**src/rtl/instr_ram_arbiter.sv**
```systemverilog
// Shares the instruction RAM wrapper port between core fetch (priority) and a debug/loader port.
// Optional boot-region write protection for the debug port: define INSTR_ARB_BOOT_WP_EN.
//
// state     | meaning
// CORE_PRIO | core wins; dbg gets through when core is idle or after MAX_WAIT denied cycles
// DBG_BURST | dbg owns the port for up to BURST_LEN grants or until it drops its request
module instr_ram_arbiter #(
    parameter int ADDR_WIDTH = 16,
    parameter int DATA_WIDTH = 32,
    parameter int MAX_WAIT   = 4,
    parameter int BURST_LEN  = 4
) (
    input  logic                    clk,
    input  logic                    rst,
    input  logic                    core_req_i,
    input  logic [ADDR_WIDTH-1:0]   core_addr_i,
    output logic                    core_gnt_o,
    output logic                    core_rvalid_o,
    output logic [DATA_WIDTH-1:0]   core_rdata_o,
    input  logic                    dbg_req_i,
    input  logic                    dbg_we_i,
    input  logic [ADDR_WIDTH-1:0]   dbg_addr_i,
    input  logic [DATA_WIDTH-1:0]   dbg_wdata_i,
    input  logic [DATA_WIDTH/8-1:0] dbg_be_i,
    output logic                    dbg_gnt_o,
    output logic                    dbg_rvalid_o,
    output logic [DATA_WIDTH-1:0]   dbg_rdata_o,
    output logic                    dbg_err_o,
    output logic                    ram_en_o,
    output logic [ADDR_WIDTH-1:0]   ram_addr_o,
    output logic                    ram_we_o,
    output logic [DATA_WIDTH/8-1:0] ram_be_o,
    output logic [DATA_WIDTH-1:0]   ram_wdata_o,
    input  logic [DATA_WIDTH-1:0]   ram_rdata_i
);

    typedef enum logic {
        CORE_PRIO = 1'b0,
        DBG_BURST = 1'b1
    } state_t;

    state_t      r_state;
    logic [7:0]  r_wait_cnt;
    logic [7:0]  r_burst_cnt;
    logic        r_core_own;
    logic        r_dbg_own;
    logic        w_dbg_win;
    logic        w_core_gnt;
    logic        w_dbg_gnt;
    logic        w_wp_block;

    always_comb begin
        w_dbg_win = 1'b0;
        if (r_state == DBG_BURST)
            w_dbg_win = dbg_req_i;
        else
            w_dbg_win = dbg_req_i & (~core_req_i | (r_wait_cnt == 8'(MAX_WAIT)));
    end

    // Grants are suppressed during reset so nothing can reach the RAM or produce a response.
    assign w_dbg_gnt  = ~rst & w_dbg_win;
    assign w_core_gnt = ~rst & core_req_i & ~w_dbg_win;

`ifdef INSTR_ARB_BOOT_WP_EN
    logic r_dbg_err;
    assign w_wp_block = w_dbg_gnt & dbg_we_i & dbg_addr_i[ADDR_WIDTH-1];
`else
    assign w_wp_block = 1'b0;
`endif

    always_ff @(posedge clk) begin
        if (rst) begin
            r_state     <= CORE_PRIO;
            r_wait_cnt  <= 8'd0;
            r_burst_cnt <= 8'd0;
            r_core_own  <= 1'b0;
            r_dbg_own   <= 1'b0;
`ifdef INSTR_ARB_BOOT_WP_EN
            r_dbg_err   <= 1'b0;
`endif
        end else begin
            r_core_own <= w_core_gnt;
            r_dbg_own  <= w_dbg_gnt;
`ifdef INSTR_ARB_BOOT_WP_EN
            r_dbg_err  <= w_wp_block;
`endif
            case (r_state)
                CORE_PRIO: begin
                    if (w_dbg_gnt) begin
                        r_wait_cnt  <= 8'd0;
                        r_burst_cnt <= 8'd1;
                        if (BURST_LEN > 1)
                            r_state <= DBG_BURST;
                    end else if (dbg_req_i) begin
                        if (r_wait_cnt != 8'hFF)
                            r_wait_cnt <= r_wait_cnt + 8'd1;
                    end else begin
                        r_wait_cnt <= 8'd0;
                    end
                end
                DBG_BURST: begin
                    r_wait_cnt <= 8'd0;
                    if (!dbg_req_i) begin
                        r_state     <= CORE_PRIO;
                        r_burst_cnt <= 8'd0;
                    end else if (r_burst_cnt == 8'(BURST_LEN - 1)) begin
                        r_state     <= CORE_PRIO;
                        r_burst_cnt <= 8'd0;
                    end else begin
                        r_burst_cnt <= r_burst_cnt + 8'd1;
                    end
                end
                default: r_state <= CORE_PRIO;
            endcase
        end
    end

    assign core_gnt_o  = w_core_gnt;
    assign dbg_gnt_o   = w_dbg_gnt;
    assign ram_en_o    = (w_core_gnt | w_dbg_gnt) & ~w_wp_block;
    assign ram_we_o    = w_dbg_gnt & dbg_we_i;
    assign ram_addr_o  = w_dbg_gnt ? dbg_addr_i : (w_core_gnt ? core_addr_i : '0);
    assign ram_wdata_o = w_dbg_gnt ? dbg_wdata_i : '0;
    assign ram_be_o    = w_dbg_gnt ? dbg_be_i : (w_core_gnt ? '1 : '0);

    assign core_rvalid_o = r_core_own & ~rst;
    assign dbg_rvalid_o  = r_dbg_own & ~rst;
    assign core_rdata_o  = core_rvalid_o ? ram_rdata_i : '0;
    assign dbg_rdata_o   = dbg_rvalid_o ? ram_rdata_i : '0;

`ifdef INSTR_ARB_BOOT_WP_EN
    assign dbg_err_o = dbg_rvalid_o & r_dbg_err;
`else
    assign dbg_err_o = 1'b0;
`endif

endmodule

```
**config.mk**
```make
export PLATFORM = sky130hd
export DESIGN_NAME = instr_ram_arbiter
export DESIGN_NICKNAME = d
export VERILOG_FILES = /design/src/rtl/instr_ram_arbiter.sv
export SDC_FILE = /design/constraint.sdc
export NUM_CORES = 1
export LEC_CHECK = 0
export ABC_AREA = 1
export BUFFER_PORTS_ARGS = -buffer_cell sky130_fd_sc_hd__buf_4
export CORE_AREA = 2 2 88 90
export CTS_CLUSTER_SIZE = 30
export DETAILED_ROUTE_END_ITERATION = 8
export DIE_AREA = 0 0 90 92
export PLACE_DENSITY = 0.67
export SYNTH_ARGS = -nofsm -noshare
export SYNTH_HDL_FRONTEND = slang
export SYNTH_SLANG_ARGS = --single-unit
```
**constraint.sdc**
```tcl
create_clock -name clk -period 3.8 [get_ports clk]
set_input_delay 0.76 -clock clk [delete_from_list [all_inputs] [get_ports clk]]
set_output_delay 0.76 -clock clk [all_outputs]
set_load 0.01 [all_outputs]
```
* Word level (Yosys, flattened, before mapping)
Cells that the tools add are included.
Storage, ports and cells: register bits after elaboration 19, input bits 105, output and inout port bits 123, word-level logic and storage cells 45
Cells by class: add/sub/neg operators 2, eq/ne operators 5, muxes and demuxes 20, bitwise gates (word level) 13
Operators by type and width (number):
- 2-to-1 mux 32 bit | 3
- 2-to-1 mux 8 bit | 6
- 2-to-1 mux 16 bit | 2
- one-hot mux 8 bit (2 select lines) | 2
- adder 8 x 1 -> 8 bit (second input constant) | 2
- equality test 8 x 2 -> 1 bit (second input constant) | 1
- equality test 8 x 3 -> 1 bit (second input constant) | 1
- 2-to-1 mux 4 bit | 2
- inequality test 8 bit (second input constant) | 1
- AND 1 bit | 7
- 2-to-1 mux 1 bit | 4
- inequality test 4 bit (second input constant) | 1
- NOT 1 bit | 4
- inequality test 2 bit (second input constant) | 1
- OR 1 bit | 2
- one-hot mux 1 bit (2 select lines) | 1

* Depth between registers and ports, before layout
depth after elaboration 8, gate-level depth with buffers 10, depth with buffers taken out 9

* Worst setup path after synthesis
Ideal clock, no wire load.
path kind input to output, start point input core_req_i, end point output ram_addr_o[10], data arrival time 1.579 ns, data required time 3.040 ns, slack 1.461 ns, stages on the path 9, buffers on the path 1, path through inv_1 nor2_1 o21ai_4 nand2_2 nand3_4 inv_4 buf_6 nand2_1 nand2_1
On the way: word-level cells in the longest chain between the ends 8, elaborated cells on any way between the ends 10, those cells by class 3 x mux; 7 x bitwise
Ends and longest elaborated chain:
- start: declaration | line 15 | input logic core_req_i,
- NOT 1 bit | line 57 | w_dbg_win = dbg_req_i & (~core_req_i | (r_wait_cnt == 8'(MAX_WAIT)));
- OR 1 bit | line 57
- AND 1 bit | line 57
- 2-to-1 mux 1 bit | line 54 | if (r_state == DBG_BURST)
- NOT 1 bit | line 62 | assign w_core_gnt = ~rst & core_req_i & ~w_dbg_win;
- AND 1 bit * | line 62
- named net core_gnt_o | line 17 | output logic core_gnt_o,
- 2-to-1 mux 16 bit * (2 in a row) | line 122 | assign ram_addr_o = w_dbg_gnt ? dbg_addr_i : (w_core_gnt ? core_addr_i : '0);
- end: declaration | line 30 | output logic [ADDR_WIDTH-1:0] ram_addr_o,
Mark *: on every way through the listed nets, which the timed path passes. The rest lies on a longest branch.

* Final worst setup path
start point register r_wait_cnt[0], end point output ram_addr_o[1]
On the way: word-level cells in the longest chain between the ends 8, elaborated cells on any way between the ends 9, those cells by class 1 x eq/ne; 3 x mux; 5 x bitwise
Ends and longest elaborated chain:
- start: declaration | line 43 | logic [7:0] r_wait_cnt;
- start signal: assignment | line 96 | r_wait_cnt <= r_wait_cnt + 8'd1;
- equality test 8 x 3 -> 1 bit * | line 57
- OR 1 bit * | line 57
- AND 1 bit * | line 57
- 2-to-1 mux 1 bit * | line 54
- NOT 1 bit | line 62
- AND 1 bit | line 62
- 2-to-1 mux 16 bit | line 122
- 2-to-1 mux 16 bit * | line 122
Every way passes the cells marked *; elsewhere a longest branch is shown, timed or not.

==> results by group <==
Clock network
  – H-tree depth: 1
  – Clock Path Buffers: 2
  – CTS Buf Count: 3
  – Clk sinks: 19
  – Clk_lat worst skew: 0.26 ns
  – Setup bufs post-CTS: 0
  – CTS tree: done
  – Post-CTS resize count: 0
  – Worst-path clk slew: 0.07 ns
  – Hold-fix buffers at CTS: 0
  – Root Buffer Master: clkbuf_8

GRT
  – Initial antenna violation count: 1
  – Total Routing Usage GR: 18.5%
  – Gr ovfl total: 0
  – Largest net degree at the start of global routing: 42
  – Vias in the first global route: 2630
  – Global-route wire length before repair: 12800 um

Finish
  – Layout cells sized above 1: 40.0%
  – Register area: 380 sq um
  – Most common cell after layout, fill and taps aside: buf_4
  – Layout Area Growth over Synthesis: 91.4%
  – Post-Layout Cell Count: 708
  – Nets: 714
  – Filler cell count: 779
  – Post-layout util: 50.7%
  – Most frequent cells in the layout: buf_4, nor2_1, nand2_1
  – Multi-input logic area: 1160 sq um

Timing
  – Final setup TNS: 0 ns
  – Unrepaired setup endpoints after global routing: no
  – Highest Clock Rate: 0.370 GHz
  – Final setup viols: 0
  – Worst Tran Pin Value: 0.595 ns
  – Slew headroom: 60.3%
  – Fin. Hold Viols: 0
  – Post-route minimum period: 2.70 ns
  – Period utilisation layout: 71.2%
  – Clk_skew: 0.00854 ns
  – Max-slew violation total from the final report: 0

Floorplanning
  – Die ar.: 8280 sq um
  – Die X: 90 um
  – Die H: 92 um
  – Row Count: 32
  – Core ar.: 7450 sq um
  – Top Ports: 228
  – Starting Density: 26.5%

Worst setup path
  – Worst-path maximum fanout: 21
  – CP endpoint kind: primary output
  – CP Buf/Inv Count: 3
  – Crit path DAT: 1.94 ns
  – Top delay family on crit path: buffers and inverters
  – Critical Path RT: 3.04 ns
  – CP startpoint kind: register
  – Cell Chain, Critical Path: inv_1 > ha_1 > nand3_1 > o21ai_4 > nand3_2 > inv_2 > nand2_1 > nand2_1 > buf_4
  – Worst path max stage delay: 0.35 ns
  – Critical path type: register to primary output
  – Crit path top cell by count: nand2_1
  – CP max-delay cell: dfxtp_1

Placed design
  – IO Port Bufs: 226
  – DP HPWL: 6930 um
  – Placed cells: 703
  – Gp weighted congestion: 0.912

Synth
  – Number of synthesized flops with an enable pin: 0
  – Yosys top cell area share: 20.4%
  – Top FF cell, synth: dfxtp_1
  – Cells after Synth: 388
  – Synth async-reset ratio: 0%
  – Synth Warn #: 0
  – Synth area leader: nor2_1
  – Post-synthesis sequential area ratio: 19.3%
  – Unique masters post-synth: 28
  – FF+latch count, synth: 19
  – Mapped cell area: 1970 sq um
  – Largest cells by area after synthesis: nor2_1, dfxtp_1, nand2_1
  – Syn_area_per_cell: 5.08 sq um
  – Syn Nets: 496

Routing
  – DR vias/cell: 4.23
  – Wire per inst: 11.9 um
  – WL final: 8420 um
  – DR DRC count: 0
  – Initial DRC count: 100
  – Antenna Violating Nets Remaining: 0
  – Pre-antenna DRT Iters: 5
  – Vias: 2993

Job
  – Max-cap viol count: 0

Power
  – Peak supply drop: 125 uV
  – PD cells: 165 nW/um^2
  – Leak: 2.37 nW

Min path
  – Hold crit path type: register to register

Outcome
  – Status: complete, no violations
==> logic make-up after synthesis <==
| group | Yosys count | share of synthesized area, % |
|---|---|---|
| adder cells (fa/ha/maj) | 3 | 1.90 |
| buffers and inverters | 105 | 21.7 |
| AO/OA/AOI/OAI | 29 | 8.76 |
| other | 1 | 0.190 |
| XOR/XNOR | 1 | 0.444 |
| AND/OR/NAND/NOR | 230 | 47.7 |
| flip-flops | 19 | 19.3 |
==> path summary, 6_finish.rpt <==
kind / slack, ns / startpoint / to / cells past startpoint
setup / recovery: 1.10 / r_wait_cnt[0]$_SDFFE_PP0P_ / ram_addr_o[1] / 9
hold / removal: 0.46 / r_burst_cnt[7]$_SDFFE_PP0P_ / r_burst_cnt[7]$_SDFFE_PP0P_ / 2
setup reg to reg: 1.90 / r_wait_cnt[0]$_SDFFE_PP0P_ / r_burst_cnt[7]$_SDFFE_PP0P_ / 10
hold reg to reg: 0.46 / r_burst_cnt[7]$_SDFFE_PP0P_ / r_burst_cnt[7]$_SDFFE_PP0P_ / 2
==> per-stage QoR <==
step	instance area [sq um]	hold slack [ns]	power (W)	setup WS [ns]
2_1_floorplan	1970	0.434	0.000319	1.46
3_3_place_gp	3730	0.441	0.000477	1.16
3_5_place_dp	3730	0.454	0.000480	1.15
4_1_cts	3770	0.465	0.000619	1.10
5_1_grt	3770	0.503	0.000656	0.927
6_report	3770	0.461	0.000621	1.10
==> final cells by class <==
type / count / area share [%]
timing repair buffer: 229 / 45.5
multi-input combinational: 264 / 30.8
inverter: 89 / 8.92
sequential: 19 / 10.1
clock buffer: 4 / 1.19
antenna: 1 / 0.0663
tap: 102 / 3.38
==> where the power goes <==
group / leakage [nW] / switching [W] / internal [W]
registers: 0.154 / 0.00000479 / 0.000203
clock network: 0.0228 / 0.0000713 / 0.0000747
logic: 2.19 / 0.000125 / 0.000142
==> state kept, by name (all words and copies together) (netlist names) <==
signal,count
r_dbg_own,1
r_wait_cnt,8
r_core_own,1
r_state,1
r_burst_cnt,8
==> synth_stat cells (2+ instances only) <==
cell type  count
a21oi_1       18
buf_2          4
buf_4          3
buf_6          2
clkbuf_1       7
dfxtp_1       19
ha_1           3
inv_1         84
inv_2          3
nand2_1       89
nand2_2        2
nand3_1       19
nand3b_1       2
nand4_1        4
nor2_1       107
nor3_1         3
nor3b_1        2
o21ai_0        5
o21ai_1        2
o21bai_1       2
==> worst reg2reg max path: cells and delay by family (launching register included) <==
family / cells / cell delay [ns]
simple gates: 4 / 0.38
compound gates: 2 / 0.21
buf+inv: 3 / 0.62
fa+ha+maj: 1 / 0.21
flops: 1 / 0.39
==> metal layers <==
layer | routed length (um) | share of wire (%) | global-route usage (%)
met5 | 0 | 0 | 0
met4 | 92 | 1.1 | 3.33
met2 | 4330 | 51 | 34.6
met1 | 3470 | 41 | 22.5
met3 | 518 | 6.2 | 3.20
Power figures use the tool's default switching activity.
